**src/rtl/vending_controller_pkg.sv**
```systemverilog
// Shared definitions for the vending controller: state encoding, product codes
// with their prices, legal coin values and the default credit ceiling.
package vending_controller_pkg;

    typedef enum logic [1:0] {
        ST_IDLE     = 2'd0,
        ST_PAYING   = 2'd1,
        ST_DISPENSE = 2'd2,
        ST_CHANGE   = 2'd3
    } state_e;

    localparam int CREDIT_MAX_DEFAULT = 15;

    localparam logic [2:0] COIN_1 = 3'd1;
    localparam logic [2:0] COIN_2 = 3'd2;
    localparam logic [2:0] COIN_5 = 3'd5;

    localparam logic [3:0] CODE_P0 = 4'b0000;
    localparam logic [3:0] CODE_P1 = 4'b0100;
    localparam logic [3:0] CODE_P2 = 4'b0101;
    localparam logic [3:0] CODE_P3 = 4'b1000;
    localparam logic [3:0] CODE_P4 = 4'b1001;
    localparam logic [3:0] CODE_P5 = 4'b1010;
    localparam logic [3:0] CODE_P6 = 4'b1011;
    localparam logic [3:0] CODE_P7 = 4'b1100;
    localparam logic [3:0] CODE_P8 = 4'b1101;

    localparam logic [3:0] PRICE_P0 = 4'd4;
    localparam logic [3:0] PRICE_P1 = 4'd8;
    localparam logic [3:0] PRICE_P2 = 4'd2;
    localparam logic [3:0] PRICE_P3 = 4'd2;
    localparam logic [3:0] PRICE_P4 = 4'd5;
    localparam logic [3:0] PRICE_P5 = 4'd7;
    localparam logic [3:0] PRICE_P6 = 4'd6;
    localparam logic [3:0] PRICE_P7 = 4'd4;
    localparam logic [3:0] PRICE_P8 = 4'd7;

    function automatic logic coin_is_legal(input logic [2:0] value);
        return (value == COIN_1) || (value == COIN_2) || (value == COIN_5);
    endfunction

endpackage

```
**src/rtl/vending_controller_price_table.sv**
```systemverilog
// Combinational keypad code to price lookup; a price of zero marks an empty slot.
module vending_controller_price_table
    import vending_controller_pkg::*;
(
    input  logic [1:0] row,
    input  logic [1:0] col,
    output logic [3:0] price
);

    // Map {row,col} onto the product price list
    always_comb begin
        case ({row, col})
            CODE_P0: price = PRICE_P0;
            CODE_P1: price = PRICE_P1;
            CODE_P2: price = PRICE_P2;
            CODE_P3: price = PRICE_P3;
            CODE_P4: price = PRICE_P4;
            CODE_P5: price = PRICE_P5;
            CODE_P6: price = PRICE_P6;
            CODE_P7: price = PRICE_P7;
            CODE_P8: price = PRICE_P8;
            default: price = 4'd0;
        endcase
    end

endmodule

```
**src/rtl/vending_controller.sv**
```systemverilog
// Vending sequencer: selection, coin collection, dispense and unit-by-unit change.
// Every output comes straight from a flop.
module vending_controller
    import vending_controller_pkg::*;
#(
    parameter int TIMEOUT_CYCLES = 1000,
    parameter int CREDIT_MAX     = CREDIT_MAX_DEFAULT
) (
    input  logic       clk,
    input  logic       reset,
    input  logic       sel_valid,
    input  logic [1:0] row,
    input  logic [1:0] col,
    input  logic       coin_valid,
    input  logic [2:0] coin_value,
    input  logic       cancel,
    output logic [3:0] price,
    output logic [4:0] credit,
    output logic       invalid_sel,
    output logic       coin_reject,
    output logic       dispense,
    output logic [3:0] dispense_id,
    output logic       change_pulse,
    output logic       busy
);

    localparam int TIMER_W = (TIMEOUT_CYCLES > 1) ? $clog2(TIMEOUT_CYCLES) : 1;

    state_e             state_q, state_d;
    logic [4:0]         credit_q, credit_d;
    logic [3:0]         price_q, price_d;
    logic [3:0]         id_q, id_d;
    logic [TIMER_W-1:0] timer_q, timer_d;
    logic               invalid_q, invalid_d;
    logic               reject_q, reject_d;
    logic               dispense_q, dispense_d;
    logic               change_q, change_d;
    logic               busy_q, busy_d;

    logic [3:0] tbl_price_s;
    logic [5:0] coin_sum_s;
    logic       coin_accept_s;
    logic       paid_s;
    logic       timer_expired_s;

    vending_controller_price_table price_table (
        .row   (row),
        .col   (col),
        .price (tbl_price_s)
    );

    // Six-bit sum so an overflowing coin is still compared correctly
    assign coin_sum_s      = {1'b0, credit_q} + {3'b000, coin_value};
    assign coin_accept_s   = (state_q == ST_PAYING) && coin_valid && !cancel &&
                             coin_is_legal(coin_value) && (coin_sum_s <= 6'(CREDIT_MAX));
    assign paid_s          = coin_sum_s >= {2'b00, price_q};
    assign timer_expired_s = timer_q == TIMER_W'(TIMEOUT_CYCLES - 1);

    // State and output register bank
    always_ff @(posedge clk or posedge reset) begin
        if (reset) begin
            state_q    <= ST_IDLE;
            credit_q   <= 5'd0;
            price_q    <= 4'd0;
            id_q       <= 4'd0;
            timer_q    <= {TIMER_W{1'b0}};
            invalid_q  <= 1'b0;
            reject_q   <= 1'b0;
            dispense_q <= 1'b0;
            change_q   <= 1'b0;
            busy_q     <= 1'b0;
        end else begin
            state_q    <= state_d;
            credit_q   <= credit_d;
            price_q    <= price_d;
            id_q       <= id_d;
            timer_q    <= timer_d;
            invalid_q  <= invalid_d;
            reject_q   <= reject_d;
            dispense_q <= dispense_d;
            change_q   <= change_d;
            busy_q     <= busy_d;
        end
    end

    // Next-state decision; cancel outranks coins, an accepted coin outranks timeout
    always_comb begin
        state_d = state_q;
        case (state_q)
            ST_IDLE: begin
                if (sel_valid && (tbl_price_s != 4'd0)) state_d = ST_PAYING;
                else                                    state_d = ST_IDLE;
            end
            ST_PAYING: begin
                if (cancel || (!coin_accept_s && timer_expired_s)) begin
                    state_d = (credit_q == 5'd0) ? ST_IDLE : ST_CHANGE;
                end else if (coin_accept_s) begin
                    state_d = paid_s ? ST_DISPENSE : ST_PAYING;
                end else begin
                    state_d = ST_PAYING;
                end
            end
            ST_DISPENSE: state_d = (credit_q == {1'b0, price_q}) ? ST_IDLE : ST_CHANGE;
            ST_CHANGE:   state_d = (credit_q <= 5'd1) ? ST_IDLE : ST_CHANGE;
            default:     state_d = ST_IDLE;
        endcase
    end

    // Datapath and registered output values for the coming cycle
    always_comb begin
        credit_d  = credit_q;
        price_d   = price_q;
        id_d      = id_q;
        timer_d   = timer_q;
        invalid_d = 1'b0;
        reject_d  = 1'b0;
        case (state_q)
            ST_IDLE: begin
                credit_d = 5'd0;
                timer_d  = {TIMER_W{1'b0}};
                reject_d = coin_valid;
                if (sel_valid && (tbl_price_s == 4'd0)) begin
                    invalid_d = 1'b1;
                    price_d   = 4'd0;
                end else if (sel_valid) begin
                    price_d = tbl_price_s;
                    id_d    = {row, col};
                end else begin
                    price_d = 4'd0;
                end
            end
            ST_PAYING: begin
                price_d = (state_d == ST_IDLE) ? 4'd0 : price_q;
                if (coin_accept_s) begin
                    credit_d = coin_sum_s[4:0];
                    timer_d  = {TIMER_W{1'b0}};
                end else begin
                    reject_d = coin_valid;
                    if (!timer_expired_s) timer_d = timer_q + TIMER_W'(1);
                    else                  timer_d = timer_q;
                end
            end
            ST_DISPENSE: begin
                reject_d = coin_valid;
                credit_d = credit_q - {1'b0, price_q};
                price_d  = (state_d == ST_IDLE) ? 4'd0 : price_q;
            end
            ST_CHANGE: begin
                reject_d = coin_valid;
                credit_d = credit_q - 5'd1;
                price_d  = (state_d == ST_IDLE) ? 4'd0 : price_q;
            end
            default: begin
                credit_d = 5'd0;
                price_d  = 4'd0;
                timer_d  = {TIMER_W{1'b0}};
            end
        endcase
        dispense_d = (state_d == ST_DISPENSE);
        change_d   = (state_d == ST_CHANGE);
        busy_d     = (state_d != ST_IDLE);
    end

    assign price        = price_q;
    assign credit       = credit_q;
    assign invalid_sel  = invalid_q;
    assign coin_reject  = reject_q;
    assign dispense     = dispense_q;
    assign dispense_id  = id_q;
    assign change_pulse = change_q;
    assign busy         = busy_q;

endmodule

```
**config.mk**
```make
export PLATFORM = sky130hd
export DESIGN_NAME = vending_controller
export DESIGN_NICKNAME = d
export VERILOG_FILES = /design/src/rtl/vending_controller_pkg.sv /design/src/rtl/vending_controller_price_table.sv /design/src/rtl/vending_controller.sv
export SDC_FILE = /design/constraint.sdc
export NUM_CORES = 1
export LEC_CHECK = 0
export ABC_AREA = 1
export ABC_CLOCK_PERIOD_IN_PS = 5750
export CORE_UTILIZATION = 59
export DETAILED_ROUTE_END_ITERATION = 6
export PLACE_DENSITY_LB_ADDON = 0.08
export SYNTH_ARGS = -nofsm -noshare
export SYNTH_HDL_FRONTEND = slang
export SYNTH_SLANG_ARGS = --single-unit
export TNS_END_PERCENT = 1
```
**constraint.sdc**
```tcl
create_clock -name clk -period 5.75 [get_ports clk]
set_input_delay 0.575 -clock clk [delete_from_list [all_inputs] [get_ports clk]]
set_output_delay 0.575 -clock clk [all_outputs]
set_load 0.02 [all_outputs]
```
==> reports/qor.yml, run 1 <==
die:
  io_pins: 30
  core_um2: 3363
  die_w_um: 61.42
  initial_utilization: 0.6194
  die_area_um2: 3772
  row_count: 21
  die_y_um: 61.42
logic_synthesis:
  synth_warnings: 0
  avgSynthCellArea_um2: 7.575
  synth.distinct_cells: 34
  synthMuxAreaShare: 0
  ys_seq_area_frac: 0.3604
  yosys-top-cells-count: "nand2_1 (66), inv_1 (48), dfrtp_1 (30)"
  synth_compound_area_frac: 0.1189
  yosys_most_used_dff: "dfrtp_1"
  syn-num-nets: 307
  yosysTopAreaCell: "dfrtp_1"
  ys_top_cells_by_area: "dfrtp_1 (36%), nand2_1 (12%), ha_1 (11%)"
  syn-cell-area_um2: 2083
  ys_ff_latch: 30
  synth_top_cell_area_share: 0.3604
  synth_edf_count: 0
  synth-xor-area-share: 0.02523
  async_reset_ff_frac: 1.000
  postSynthCellCount: 275
  synthSimpleGateAreaFrac: 0.2739
  synth_top_family_by_area: "simple AND/OR/NAND/NOR gates"
  synth_most_common_cell: "nand2_1"
  synthAdderAreaFrac: 0.1273
timing:
  timing.final.crit_period_ns: 2.841
  fmax_mhz: 352.0
  finalSetupViolCount: 0
  rsz0062_at_grt: "false"
  slew_violations: 0
  slew_headroom: 0.2594
  setup_tns_ns: 0
  period_share: 0.4941
  fin_worst_skew_ns: 0.003267
  holdWs_ns: 0.4967
  hold_viol: 0
  worst_pin_slew_ns: 1.110
critical_path:
  r2r_setup_slack_ns: 3.17
  cpMostUsedCell: "nand2_1"
  cp_top_family: "adder cells"
  slowest_stage: "clkdlybuf4s50_1"
  cp_max_fo: 5
  critPathRequiredTime_ns: 5.97
  cp_cell_sequence: "clkdlybuf4s50_1 -> ha_1 -> fa_1 -> xor2_1 -> ha_1 -> nand2_1 -> nand2_1 -> nand2_1 -> nand2_1 -> nand2_1 -> nand3_1 -> nand3_1 -> nand4_2 -> nand3_1 -> nand2_1"
  rr_worst_depth: 14
  r2r-end: "price[1]$_DFFE_PP0P_"
  start_kind: "primary input"
  worstPathArrival_ns: 3.06
  cpPeakStageDelay_ns: 0.47
  endpoint_kind: "flip-flop"
  r2r_start: "credit[0]$_DFFE_PP0P_"
  critical_path_buf_inv_count: 1
  crit_type: "primary input to flip-flop"
layout:
  fin_nets: 341
  drive_gt1_frac: 0.06452
  area_delta_synth_final_pct: 19.88
  fillers: 293
  insertedDiodeCount: 0
global_routing:
  grt_max_degree: 31
  grt_pass1_vias: 1624
  overflow: 0
  grt_pass1_wl_mm: 7.376
  grt_usage: 0.2684
  antenna_found_initial: 0
placement:
  gp_congestion: 0.9126
  dp_hpwl_mm: 3.425
  numPortBuffers: 29
clock_network:
  htreeDepth: 2
  tritoncts: "built"
  worstSkewPairLatency_ns: 0.32
  cts-root-buf: "clkbuf_4"
  post_cts_resized: 0
  post_cts_buffers: 0
  cts_made_buffers: 5
  path_clk_slew_ns: 0.09
  clkSinkCount: 30
  max-clock-path-buffers: 2
  holdBufCountCts: 0
power:
  internal_power_uw: 622.9
  power_leakage_uw: 0.001262
  p_switching_uw: 553.3
  p_sw_frac: 0.4704
  p_clk_frac: 0.133
  peakVddDrop_mv: 0.3024
  seq_power_share: 0.286
  comb_power_share: 0.582
  p_per_area_nw_per_um2: 471.0
hold_path:
  hold_depth: 2
  hp-start: "dispense_id[1]$_DFFE_PP0P_"
  hold_path.class: "flip-flop to flip-flop"
  hold_path_end: "dispense_id[1]$_DFFE_PP0P_"
drt:
  wl_mm: 4.399
  antenna_left: 0
  viasPerCell: 5.222
  via_count: 1859
  dr.pass1.iters: 4
  remaining_drc_errors: 0
  wl_per_cell_um: 12.36
  first_iter_violations: 110
flow_run:
  drv_cap: 0
outcome:
  status: "finished, final reports clean"
==> flip-flops by register name (all words and copies together), names as in the netlist, 2 cells and up <==
register	cells
state_q	2
timer_q	10
price	4
dispense_id	4
credit	5
==> layer usage <==
| metal | routed length, µm | GRT usage |
|---|---|---|
| met4 | 45 | 0.07302 |
| met2 | 1976 | 0.4022 |
| met1 | 2132 | 0.3965 |
| met5 | 0 | 0 |
| met3 | 245 | 0.05462 |
==> kinds of logic (layout without fill, tap and decap cells) <==
family	Yosys count	count (layout)
AND/OR/NAND/NOR	124	124
buffers and inverters	51	86
AO/OA/AOI/OAI	44	44
flip-flops	30	30
adder cells (fa/ha/maj)	20	20
XOR/XNOR	6	6
==> worst register-to-register path, stage by stage (launching register included) <==
cell     delay [ns]
dfrtp_1        0.48
ha_1           0.25
fa_1           0.42
xor2_1         0.23
ha_1           0.27
nand2_1        0.07
nand2_1        0.05
nand2_1        0.05
nand2_1        0.05
nand2_1        0.12
nand3_1        0.08
nand3_1        0.11
nand4_2        0.15
nand3_1        0.11
nand2_1        0.05
==> area by class of cell <==
type	count	area, µm²	area share
inverter	49	183.9	0.07365
timing repair buffer	29	290.3	0.1162
tap	46	57.56	0.02305
clock buffer	8	78.83	0.03156
sequential	30	750.7	0.3006
multi-input combinational	194	1136	0.4549
==> worst max-delay path by stage <==
stage / cells past startpoint / end / startpoint / slack, ns
after detailed placement: 15 / price[2]$_DFFE_PP0P_ / coin_value[0] / 2.60
after global placement: 15 / price[1]$_DFFE_PP0P_ / coin_value[0] / 2.75
final: 15 / price[1]$_DFFE_PP0P_ / coin_value[0] / 2.91
after global routing: 15 / price[1]$_DFFE_PP0P_ / coin_value[0] / 2.66
after CTS: 15 / price[2]$_DFFE_PP0P_ / coin_value[0] / 2.94
after floorplan: 14 / price[0]$_DFFE_PP0P_ / coin_value[0] / 3.34
==> power by group through the flow <==
stage               registers [µW]  logic, µW  clock network, µW
floorplan                      372        444                  0
global placement               338        668                  0
detailed placement             339        679                  0
CTS                            336        684                159
global route                   345        782                170
finish                         336        684                156
==> placed cells by master, fill, tap and decap left out, types with 3 or more instances in the layout <==
master           Yosys  routed
a21oi_1             15      15
clkbuf_4             0       5
clkbuf_8             0       3
clkdlybuf4s50_1      0      29
dfrtp_1             30      30
ha_1                18      18
inv_1               48      48
nand2_1             66      66
nand3_1             18      18
nand4_1              3       3
nor2_1              19      19
nor2_4               3       3
nor3_1               5       5
o21ai_0             18      18
xor2_1               6       6
==> metrics by stage <==
step / total power [µW] / setup slack [ns] / cell area [µm²] / std cells / util
5_1_grt: 1297 / 2.659 / 2497 / 356 / 0.7426
3_3_place_gp: 1006 / 2.752 / 2419 / 348 / 0.7191
2_1_floorplan: 815.6 / 3.338 / 2083 / 275 / -
6_report: 1176 / 2.909 / 2497 / 356 / 0.7426
3_5_place_dp: 1018 / 2.601 / 2419 / 348 / 0.7191
4_1_cts: 1178 / 2.937 / 2497 / 356 / 0.7426
Note: power is estimated with default switching activity, not from simulation.
==> run 2: changes to the inputs <==
- ABC_CLOCK_PERIOD_IN_PS: 5750 -> 2830
- CORE_UTILIZATION: 59 -> 54
- clock period: 5.75 -> 2.83 ns (I/O delays scaled with it)
==> reports/qor.yml, run 2 (synthesis results as in run 1) <==
global_routing:
  grt_pass1_wl_mm: 7.914  # +7.3%
  antenna_found_initial: 0  # unchanged
  grt_usage: 0.2495  # -0.01889
  overflow: 0  # unchanged
  grt_max_degree: 17  # -45%
  grt_pass1_vias: 1802  # +11%
clock_network:
  worstSkewPairLatency_ns: 0.28  # -0.04 ns
  path_clk_slew_ns: 0.06  # -0.03 ns
  cts-root-buf: "clkbuf_8"
  post_cts_buffers: 0  # unchanged
  clkSinkCount: 30  # unchanged
  max-clock-path-buffers: 2  # unchanged
  holdBufCountCts: 0  # unchanged
  post_cts_resized: 0  # unchanged
  tritoncts: "built"
  htreeDepth: 2  # unchanged
  cts_made_buffers: 5  # unchanged
placement:
  dp_hpwl_mm: 3.443  # +0.54%
  gp_congestion: 0.9072  # -0.59%
  placedInstanceArea_um2: 2466  # +2.0%
  numPortBuffers: 29  # unchanged
  place_ws_ns: 0.04434  # -2.556 ns
critical_path:
  start_kind: "primary input"
  slowest_stage: "clkdlybuf4s50_1"
  r2r-end: "price[0]$_DFFE_PP0P_"
  cpPeakStageDelay_ns: 0.44  # -0.03 ns
  r2r_setup_slack_ns: 0.41  # -2.76 ns
  cp_max_fo: 5  # unchanged
  worstPathArrival_ns: 2.68  # -0.38 ns
  endpoint_kind: "flip-flop"
  cpMostUsedCell: "nand2_1"
  cp_cell_sequence: "clkdlybuf4s50_1 -> ha_1 -> fa_1 -> xor2_1 -> ha_1 -> nand2_1 -> nand2_1 -> nand2_1 -> nand2_1 -> nand2_1 -> nand3_1 -> nand3_1 -> nand4_2 -> nand3_1 -> nand2_1"
  rr_worst_depth: 13  # -1
  cp-endpoint: "price[0]$_DFFE_PP0P_"
  crit_type: "primary input to flip-flop"
  critPathRequiredTime_ns: 3.00  # -2.97 ns
  r2r_start: "credit[1]$_DFFE_PP0P_"
  cp-startpoint: "coin_value[0]"
timing:
  setup_tns_ns: 0  # unchanged
  finalSetupViolCount: 0  # unchanged
  fmax_mhz: 399.1
  holdWs_ns: 0.3616  # -0.1351 ns
  slew_violations: 0  # unchanged
  rsz0062_at_grt: "false"
  fin_worst_skew_ns: 0.003702  # +0.0004346 ns
  hold_viol: 0  # unchanged
  period_share: 0.8854
  slew_headroom: 0.6112  # +0.3518
  worst_pin_slew_ns: 0.5826  # -0.5272 ns
  layout_setup_ws_ns: 0.3244  # -2.584 ns
  timing.final.crit_period_ns: 2.506
drt:
  antenna_left: 0  # unchanged
  dr.pass1.iters: 4  # unchanged
  viasPerCell: 5.181  # -0.78%
  wl_per_cell_um: 12.45  # +0.71%
  via_count: 1886  # +1.5%
  first_iter_violations: 107  # -2.7%
  wl_mm: 4.530  # +3.0%
  remaining_drc_errors: 0  # unchanged
die:
  initial_utilization: 0.5648  # -0.05463
  io_pins: 30  # unchanged
  die_y_um: 64.11  # +4.4%
  core_um2: 3689  # +9.7%
  die_w_um: 64.11  # +4.4%
  row_count: 22  # +4.8%
  die_area_um2: 4110  # +9.0%
power:
  seq_power_share: 0.264  # -0.022
  p_clk_frac: 0.160  # +0.027
  comb_power_share: 0.577  # -0.005
  p_total_uw: 2519  # +110%
  p_sw_frac: 0.4515  # -0.01894
  peakVddDrop_mv: 0.5899  # +95%
  p_switching_uw: 1137  # +110%
  p_per_area_nw_per_um2: 977.7  # +110%
  power_leakage_uw: 0.001305  # +3.4%
  internal_power_uw: 1382  # +120%
layout:
  most-common-layout-cells: "nand2_1 (66), inv_1 (48), dfrtp_1 (30)"
  fin_nets: 347  # +1.8%
  top_register: "timer_q"
  largest_reg_flops: 10  # unchanged
  area_delta_synth_final_pct: 23.66
  fillers: 321  # +9.6%
  insertedDiodeCount: 0  # unchanged
  drive_gt1_frac: 0.08228  # +0.01776
  final_common_cell: "nand2_1"
  regArea_um2: 750.7  # unchanged
  final_cell_area_um2: 2576  # +3.2%
  multi_input_area_um2: 1136  # unchanged
flow_run:
  drv_cap: 0  # unchanged
hold_path:
  hold_path.class: "primary input to asynchronous set/reset pin"
outcome:
  status: "finished, final reports clean"
[run 2: cell count changes in the layout (fill, tap and decap cells not counted)]
cell	delta
clkbuf_8	+5
buf_4	+6
clkbuf_4	-5
[run 2: final cells by class]
class / instances / area share
clock buffer: 8 / 0.04274
inverter: 49 / 0.07139
multi-input combinational: 194 / 0.4410
sequential: 30 / 0.2914
tap: 48 / 0.02331
timing repair buffer: 35 / 0.1302
[run 2: metal layers]
metal  vias up  track usage  wire [µm]
li1        969            -          -
met1       873       0.3585       2265
met2        42       0.3843       2072
met3         2      0.05714        186
met4         0      0.05278          6
met5         -            0          0
[run 2: metrics by stage]
step | cells | utilization
floorplan | 275 | -
global placement | 356 | 0.6686
detailed placement | 356 | 0.6686
CTS | 364 | 0.6984
global route | 364 | 0.6984
finish | 364 | 0.6984
[run 2: power groups by stage]
stage | Sequential [µW] | Clock (µW) | Combinational, µW
after floorplan | 755 | 0 | 902
after global placement | 670 | 0 | 1430
after detailed placement | 667 | 0 | 1440
after CTS | 663 | 418 | 1460
after global routing | 679 | 434 | 1650
final | 665 | 402 | 1450
[run 2: worst min-delay path by stage]
stage                                     from                    endpoint  depth (start not counted)
detailed placement  dispense_id[0]$_DFFE_PP0P_  dispense_id[0]$_DFFE_PP0P_                          2
global route                             reset       invalid_sel$_DFF_PP0_                          2
floorplan                                reset              busy$_DFF_PP0_                          1
finish                                   reset        state_q[0]$_DFF_PP0_                          2
global placement    dispense_id[1]$_DFFE_PP0P_  dispense_id[1]$_DFFE_PP0P_                          2
CTS                                      reset  dispense_id[3]$_DFFE_PP0P_                          2
[run 2: worst max-delay path, delay by kind of cell]
kind | cells | cell delay, ns
XOR/XNOR | 1 | 0.24
adder cells (fa/ha/maj) | 3 | 0.92
AND/OR/NAND/NOR | 10 | 0.79
buffers and inverters | 1 | 0.44
==> run 3: changes to the inputs <==
- CAP_MARGIN: default -> 20
- SKIP_LAST_GASP: default -> 1
==> results of run 3 <==
Same layout as run 2: the final DEF is identical, and so are final timing and power.
